$ cat src/rtl/fb_pkg.sv
// Shared types and default window geometry for the render frame buffer controller.
package fb_pkg;

    typedef enum logic {
        FILL      = 1'b0,
        WAIT_SWAP = 1'b1
    } rend_state_t;

    typedef logic [23:0] pixel_t;

    localparam int DEF_START_X = 260;
    localparam int DEF_START_Y = 195;
    localparam int DEF_END_X   = 390;
    localparam int DEF_END_Y   = 295;
    localparam int DEF_ADDR_W  = 15;

endpackage

$ cat src/rtl/fb_addr_calc.sv
// Window test and linear RAM address for one buffer; shared by the write and read sides.
module fb_addr_calc
    import fb_pkg::*;
#(
    parameter int START_X = DEF_START_X,
    parameter int START_Y = DEF_START_Y,
    parameter int END_X   = DEF_END_X,
    parameter int END_Y   = DEF_END_Y,
    parameter int ADDR_W  = DEF_ADDR_W
) (
    input  logic [10:0]       hcount,
    input  logic [9:0]        vcount,
    input  logic              buf_sel,
    output logic              in_window,
    output logic [ADDR_W-1:0] addr
);

    localparam logic [31:0] SX = 32'(START_X);
    localparam logic [31:0] SY = 32'(START_Y);
    localparam logic [31:0] EX = 32'(END_X);
    localparam logic [31:0] EY = 32'(END_Y);
    localparam logic [31:0] W  = EX - SX;
    localparam logic [31:0] FB = W * (EY - SY);

    logic [31:0] h_s;
    logic [31:0] v_s;

    // Window decode and base + row-major offset; address forced to 0 outside.
    always_comb begin
        h_s       = {21'd0, hcount};
        v_s       = {22'd0, vcount};
        in_window = (h_s >= SX) && (h_s < EX) && (v_s >= SY) && (v_s < EY);
        if (in_window) begin
            addr = ADDR_W'((h_s - SX) + (v_s - SY) * W + (buf_sel ? FB : 32'd0));
        end else begin
            addr = '0;
        end
    end

endmodule

$ cat src/rtl/render_frame_buffer_ctrl.sv
// Double-buffered frame store controller: fills the back buffer from the renderer
// and swaps to it on the display's new-frame pulse only once a whole frame is in.
module render_frame_buffer_ctrl
    import fb_pkg::*;
#(
    parameter int START_X = DEF_START_X,
    parameter int START_Y = DEF_START_Y,
    parameter int END_X   = DEF_END_X,
    parameter int END_Y   = DEF_END_Y,
    parameter int ADDR_W  = DEF_ADDR_W
) (
    input  logic              aclk,
    input  logic              aresetn,
    input  pixel_t            pixel_axis_tdata,
    input  logic              pixel_axis_tvalid,
    output logic              pixel_axis_tready,
    input  logic [10:0]       hcount_in,
    input  logic [9:0]        vcount_in,
    output logic [ADDR_W-1:0] wr_addr_out,
    output pixel_t            wr_data_out,
    output logic              wr_en_out,
    input  logic [10:0]       hcount_vga_in,
    input  logic [9:0]        vcount_vga_in,
    input  logic              nf_in,
    output logic [ADDR_W-1:0] rd_addr_out,
    output logic              in_region_out,
    output logic              front_buf_out,
    output logic              frame_done_out,
    output logic [15:0]       frames_out,
    output logic [15:0]       dropped_out
);

    rend_state_t       state_r;
    logic              run_r;
    logic              front_r;
    logic              wr_en_r;
    logic [ADDR_W-1:0] wr_addr_r;
    pixel_t            wr_data_r;
    logic [ADDR_W-1:0] rd_addr_r;
    logic              in_region_r;
    logic              frame_done_r;
    logic [15:0]       frames_r;
    logic [15:0]       dropped_r;

    logic              tready_s;
    logic              accept_s;
    logic              last_s;
    logic              wr_in_win_s;
    logic [ADDR_W-1:0] wr_addr_s;
    logic              rd_in_win_s;
    logic [ADDR_W-1:0] rd_addr_s;

    fb_addr_calc #(
        .START_X(START_X), .START_Y(START_Y), .END_X(END_X), .END_Y(END_Y), .ADDR_W(ADDR_W)
    ) u_wr_calc (
        .hcount   (hcount_in),
        .vcount   (vcount_in),
        .buf_sel  (~front_r),
        .in_window(wr_in_win_s),
        .addr     (wr_addr_s)
    );

    fb_addr_calc #(
        .START_X(START_X), .START_Y(START_Y), .END_X(END_X), .END_Y(END_Y), .ADDR_W(ADDR_W)
    ) u_rd_calc (
        .hcount   (hcount_vga_in),
        .vcount   (vcount_vga_in),
        .buf_sel  (front_r),
        .in_window(rd_in_win_s),
        .addr     (rd_addr_s)
    );

    // Handshake decode; run_r keeps tready low while reset is (or was just) asserted.
    always_comb begin
        tready_s = run_r && (state_r == FILL);
        accept_s = pixel_axis_tvalid && tready_s;
        last_s   = accept_s && (hcount_in == 11'(END_X - 1)) && (vcount_in == 10'(END_Y - 1));
    end

    // Frame state machine, write port, counters and display read address.
    always_ff @(posedge aclk or negedge aresetn) begin
        if (!aresetn) begin
            state_r      <= FILL;
            run_r        <= 1'b0;
            front_r      <= 1'b0;
            wr_en_r      <= 1'b0;
            wr_addr_r    <= '0;
            wr_data_r    <= 24'd0;
            rd_addr_r    <= '0;
            in_region_r  <= 1'b0;
            frame_done_r <= 1'b0;
            frames_r     <= 16'd0;
            dropped_r    <= 16'd0;
        end else begin
            run_r        <= 1'b1;
            frame_done_r <= 1'b0;
            wr_en_r      <= accept_s && wr_in_win_s;
            if (accept_s && wr_in_win_s) begin
                wr_addr_r <= wr_addr_s;
                wr_data_r <= pixel_axis_tdata;
            end
            if (accept_s && !wr_in_win_s && (dropped_r != 16'hFFFF)) begin
                dropped_r <= dropped_r + 16'd1;
            end
            // A last pixel arriving with nf_in still lands in FILL, so that pulse cannot swap.
            case (state_r)
                FILL: begin
                    if (last_s) begin
                        state_r <= WAIT_SWAP;
                    end else begin
                        state_r <= FILL;
                    end
                end
                WAIT_SWAP: begin
                    if (nf_in) begin
                        state_r      <= FILL;
                        front_r      <= ~front_r;
                        frame_done_r <= 1'b1;
                        frames_r     <= frames_r + 16'd1;
                    end else begin
                        state_r <= WAIT_SWAP;
                    end
                end
                default: state_r <= FILL;
            endcase
            in_region_r <= rd_in_win_s;
            rd_addr_r   <= rd_addr_s;
        end
    end

    assign pixel_axis_tready = tready_s;
    assign wr_addr_out       = wr_addr_r;
    assign wr_data_out       = wr_data_r;
    assign wr_en_out         = wr_en_r;
    assign rd_addr_out       = rd_addr_r;
    assign in_region_out     = in_region_r;
    assign front_buf_out     = front_r;
    assign frame_done_out    = frame_done_r;
    assign frames_out        = frames_r;
    assign dropped_out       = dropped_r;

endmodule

$ cat config.mk
export PLATFORM = sky130hd
export DESIGN_NAME = render_frame_buffer_ctrl
export DESIGN_NICKNAME = d
export VERILOG_FILES = /design/src/rtl/fb_pkg.sv /design/src/rtl/fb_addr_calc.sv /design/src/rtl/render_frame_buffer_ctrl.sv
export SDC_FILE = /design/constraint.sdc
export NUM_CORES = 1
export LEC_CHECK = 0
export ABC_CLOCK_PERIOD_IN_PS = 7000
export BUFFER_PORTS_ARGS = -buffer_cell sky130_fd_sc_hd__buf_2
export CAP_MARGIN = 0
export CORE_MARGIN = 10
export CORE_UTILIZATION = 59
export DETAILED_ROUTE_END_ITERATION = 10
export PLACE_DENSITY_LB_ADDON = 0.15
export SLEW_MARGIN = 15
export SYNTH_ARGS = -nofsm -noshare
export SYNTH_HDL_FRONTEND = slang
export SYNTH_SLANG_ARGS = --single-unit
$ cat constraint.sdc
create_clock -name aclk -period 7 [get_ports aclk]
set_input_delay 1.4 -clock aclk [delete_from_list [all_inputs] [get_ports aclk]]
set_output_delay 1.4 -clock aclk [all_outputs]
set_load 0.01 [all_outputs]
==> Yosys cells after proc, flatten, opt, wreduce, memory -nomap -nowiden <==
Cells that the tools add are included.
{ "op_classes": {"n_addsub": 10, "multipliers": 2, "n_lt_le_gt_ge": 8, "eq_ne": 3, "muxes": 9, "bitwise_logic": 2, "reduce_logical": 15} }
{ "ops": {"columns": ["op", "count"], "rows": [
  ["$mul 32x7->14 const B", 2],
  ["$add 15x15->15", 4],
  ["$add 16x1->16 const B", 2],
  ["$mux 15", 2],
  ["$mux 14", 2],
  ["$sub 11x9->12 const B", 2],
  ["$ge 11x9->1 const B", 2],
  ["$lt 11x9->1 const B", 2],
  ["$sub 10x8->11 const B", 2],
  ["$ge 10x8->1 const B", 2],
  ["$lt 10x9->1 const B", 2],
  ["$ne 16x16->1 const B", 1],
  ["$logic_and 1x1->1", 13],
  ["$eq 11x9->1 const B", 1],
  ["$eq 10x9->1 const B", 1],
  ["$mux 1", 4],
  ["$not 1->1", 2],
  ["$pmux 1 s2", 1],
  ["$reduce_and 2->1", 1],
  ["$logic_not 1->1", 1]
]} }
{ "word_totals": {"ff_bits": 92, "in_bits": 70, "out_inout_bits": 91} }

==> Depth between registers and ports, before layout <==
{ "depth": {"depth_word": 7, "mapped_depth": 19, "mapped_depth_nobuf": 19} }

==> Hierarchy <==
Synthesis repeated with hierarchy kept, for this count alone.
{ "unflattened": {"hier_cells": 648, "hier_area_um2": 6711.4} }
{ "by_module_without_submodules": {"columns": ["module", "n_inst", "cells_per_inst", "area_each_um2", "seq_area_each_um2"], "rows": [
  ["render_frame_buffer_ctrl", 1, 258, 3641.0, 2302.2],
  ["fb_addr_calc", 2, 195, 1535.2, 0.0]
]} }

==> Worst setup path before layout <==
Ideal clock, no wire load.
{ "synth_path": {"path_kind": "input-to-reg", "startpoint": "input vcount_vga_in[0]", "endpoint": "register rd_addr_r[13], in the netlist rd_addr_out[13]", "setup_ps": 132, "t_arrival_ps": 5161, "t_required_ps": 6868, "slack_ps": 1707, "cell_stages": 16, "path_buffers": 0, "cell_sequence": "ha_1 > nor3_1 > nor3b_1 > nor2_1 > xnor2_1 > ha_1 > fa_1 > a21o_1 > a21oi_1 > xnor2_1 > fa_1 > ha_1 > a2111oi_0 > a21oi_1 > xnor2_1 > nor2_1"} }
{ "synth_between": {"elab_chain_cells": 5, "elab_cells_between_ends": 9, "classes_between": "3 x add/sub; 1 x mul; 2 x order compare; 1 x mux; 2 x reduce/logical"} }
{ "synth_rtl": {"columns": ["element", "line_no", "text"], "rows": [
  ["from (decl)", "render_frame_buffer_ctrl.sv:23", "input logic [9:0] vcount_vga_in,"],
  ["$sub 10x8->11", "fb_addr_calc.sv:34", "addr = ADDR_W'((h_s - SX) + (v_s - SY) * W + (buf_sel ? FB : 32'd0));"],
  ["$mul 32x7->14", "fb_addr_calc.sv:34", null],
  ["$add 15x15->15 (2 in a row)", "fb_addr_calc.sv:34", null],
  ["$mux 15 *", "fb_addr_calc.sv:33", "if (in_window) begin"],
  ["via rd_addr_s[13]", "render_frame_buffer_ctrl.sv:51", "logic [ADDR_W-1:0] rd_addr_s;"],
  ["to (signal assigned)", "render_frame_buffer_ctrl.sv:127", "rd_addr_r <= rd_addr_s;"],
  ["to (decl)", "render_frame_buffer_ctrl.sv:39", "logic [ADDR_W-1:0] rd_addr_r;"]
]} }
Mark *: on every way through the listed nets, which the timed path passes. The rest lies on a longest branch.
A chain may end at the register's enable or synchronous reset.

==> Worst setup path in the final report <==
Ends and elaborated chain as after synthesis.

==> results.toml <==
[synthesis]
synth_seq_area_share_pct = 35.7
synth-edff-count = 0
synth_top_area_cell = "dfrtp_1"
netlist_area_um2 = 6460
ys_ff_latch = 92
ys_top_cells_by_area = "dfrtp_1 36%, ha_1 14%, nand2_1 7.2%"
yosys_warnings = 0
ys.flop_type = "dfrtp_1"
postSynthNetCount = 840
syn_area_per_cell_um2 = 9.47
yosys.cell_types.count = 61
ys_async_sr_fraction_pct = 100
synthCells = 682
synth_top_area_share_pct = 35.7

[critical_path]
critPathMaxStageDelay_ns = 0.47
critical_path_required_ns = 7.22
crit_fanout = 5
worst_setup_path_end_kind = "flop"
cp-startpoint = "vcount_vga_in[0]"
cpMaxStageDelayCell = "nor3b_1"
path_cells = "buf_2 > ha_1 > nor3_1 > nor3b_1 > nor2_1 > xnor2_1 > ha_1 > fa_1 > a21o_1 > a21oi_1 > xnor2_1 > fa_1 > ha_1 > a2111oi_0 > a21oi_1 > xnor2_1 > nor2_1"
critPathArrivalTime_ns = 5.65
critPathLaunchType = "input pin"
r2r-start = "front_buf_out"
path_class = "in2reg"
reg2regPathDepth = 10

[floorplan]
design.core.area_um2 = 10800
die_y_um = 125
rows = 38
initial_core_util_pct = 59.8
fp.dieArea_um2 = 15500
io-pin-count = 161
die_w_um = 125

[routing]
first_iter_violations = 319
drt_wl_total_mm = 15.8
viasPerCell = 5.40
drc_errors = 0
routedWlPerCell_um = 16.0
drtAntennaViolNets = 0
via_count = 5329
drt_pass1_iterations = 4

[sta]
maxSlewHeadroom_pct = 51.3
rsz0062_at_grt = "no"
final-setup-viol-count = 0
period_minus_slack_ns = 5.43
fmax_mhz = 184
skew_ns = 0.0115
hold_viol = 0
tns_ns = 0
tightest_slew_ns = 0.730
drv_slew = 0
finalCritPeriodShare_pct = 77.5

[place]
portBuffers = 160
dp.cells = 971
hpwl_mm = 13.0
gp_congestion = 0.947

[power_and_ir_drop]
peakVddDrop_mv = 0.144
power_leakage_uw = 0.00418
p_per_area_nw_per_um2 = 246

[cells_and_area]
nets = 1000
post-route-util_pct = 70.4
layout-drive-gt1-share_pct = 23.0
final_cells = 986
n_antenna_cell = 0
area_growth_pct = 17.7

[run_status]
status = "complete, no violations"

[clock_tree]
clockRootBuffer = "clkbuf_8"
clock_sinks = 92
cts_resized = 0
cts_tree = "done"
clk_latency_ns = 0.36
cts_buffers = 9
clk_path_buf_depth = 2
clk_pin_slew_ns = 0.08
h-tree-depth = 3
post-cts-setup-buffer-count = 0
hold_buffers = 0

[grt]
grt_pass1_vias = 5352
antenna_found_initial = 0
grt_pass1_wl_mm = 25.9
grt_max_degree = 61
overflow = 0
grt_util_all_layers_pct = 19.8

[hold_path]
hold_path_depth = 2
hold_class = "reg2reg"
hp-start = "wr_addr_out[2]"

[run]
cap_violations = 0
-- routing by layer --
layer  vias up  part of all wire (%)  track usage, %
met4         0                   1.6            6.17
met1      2500                    45            26.2
li1       2645                     -               -
met5         -                     0               0
met3        16                   7.1            4.72
met2       168                    46            31.4
-- worst max-delay path: cells and delay by family --
kind	cells	cell delay (ns)
AOI/OAI and AO/OA	4	0.95
buffers and inverters	1	0.13
adders and majority gates	5	1.84
and+or+nand+nor	4	0.86
xor gates and xnor gates	3	0.47
-- synthesized netlist by cell type, drive strengths merged, types with 3 or more instances --
master and instances:
and2 6, or3 7, and3 5, a21o 13, and4 3, nor2 37, buf 4, ha 72
o21bai 6, nand2b 4, dfrtp 92, fa 16, xnor2 41, xor2 45, o21ai 22, clkbuf 9
a21oi 26, nor3 26, o41ai 3, nand3 11, inv 40, nor2b 5, o21a 11, a211oi 4
a31oi 4, nand4 8, nand2 124, or2 5
-- report_power, final --
group	total, µW	switching (µW)	internal (µW)	leakage [µW]
clock	380	181	198	0.000102
combinational	866	472	394	0.00285
sequential	625	43.5	582	0.00124
total	1870	697	1170	0.00418
-- final cells by class --
type / count / area, µm²
Clock inverter: 5 / 77.6
Inverter: 40 / 150
Sequential cell: 92 / 2300
Fill cell: 839 / 3190
Tap cell: 140 / 175
Timing Repair Buffer: 162 / 818
Multi-Input combinational cell: 537 / 3950
Clock buffer: 10 / 128
-- cells in the final DEF, fill, tap and decap left out, drive strengths merged, types with 3 or more instances in the layout --
cell type / n
dfrtp: 92
nor2: 37
and4: 3
o21ai: 22
nand2b: 4
nand3: 11
and2: 6
nand2: 124
fa: 16
ha: 72
xor2: 45
nand4: 8
inv: 40
or3: 7
nor2b: 5
o41ai: 3
buf: 162
o21a: 11
nor3: 26
a21oi: 26
a21o: 13
a211oi: 4
o21bai: 6
and3: 5
xnor2: 41
clkbuf: 10
or2: 5
a31oi: 4
-- final timing paths --
| kind | slack (ns) | to |
|---|---|---|
| hold reg to reg | 0.48 | wr_addr_out[2] |
| hold / removal | 0.48 | wr_addr_out[2] |
| min in group asynchronous | 0.97 | dropped_out[4] |
| setup reg to reg | 3.70 | wr_addr_out[14] |
| max in group asynchronous | 4.95 | frames_out[0] |
| setup / recovery | 1.57 | rd_addr_out[13] |
-- state kept, by name, indices dropped and copies added, names as in the netlist --
name / count
frames_out: 16
in_region_out: 1
state_r: 1
wr_en_out: 1
dropped_out: 16
rd_addr_out: 15
wr_data_out: 24
front_buf_out: 1
wr_addr_out: 15
frame_done_out: 1
run_r: 1
-- stage by stage --
step	cell area, µm²	hold WS (ns)	worst slack [ns]	power (µW)
floorplan	6460	0.507	1.71	1260
global placement	7400	0.448	1.35	1460
detailed placement	7400	0.462	1.24	1490
CTS	7600	0.480	1.61	1870
global route	7600	0.500	1.25	2020
finish	7600	0.480	1.57	1870
-- logic make-up after synthesis --
kind of cell,share of synthesized area [%]
AND/OR/NAND/NOR,17.9
XOR/XNOR,12.4
adder cells (fa/ha/maj),18.9
AO/OA/AOI/OAI,11.4
multiplexers,0.504
other,0.0581
buffers and inverters,3.16
flip-flops,35.7
No activity file was read; power rests on OpenSTA's default activity.
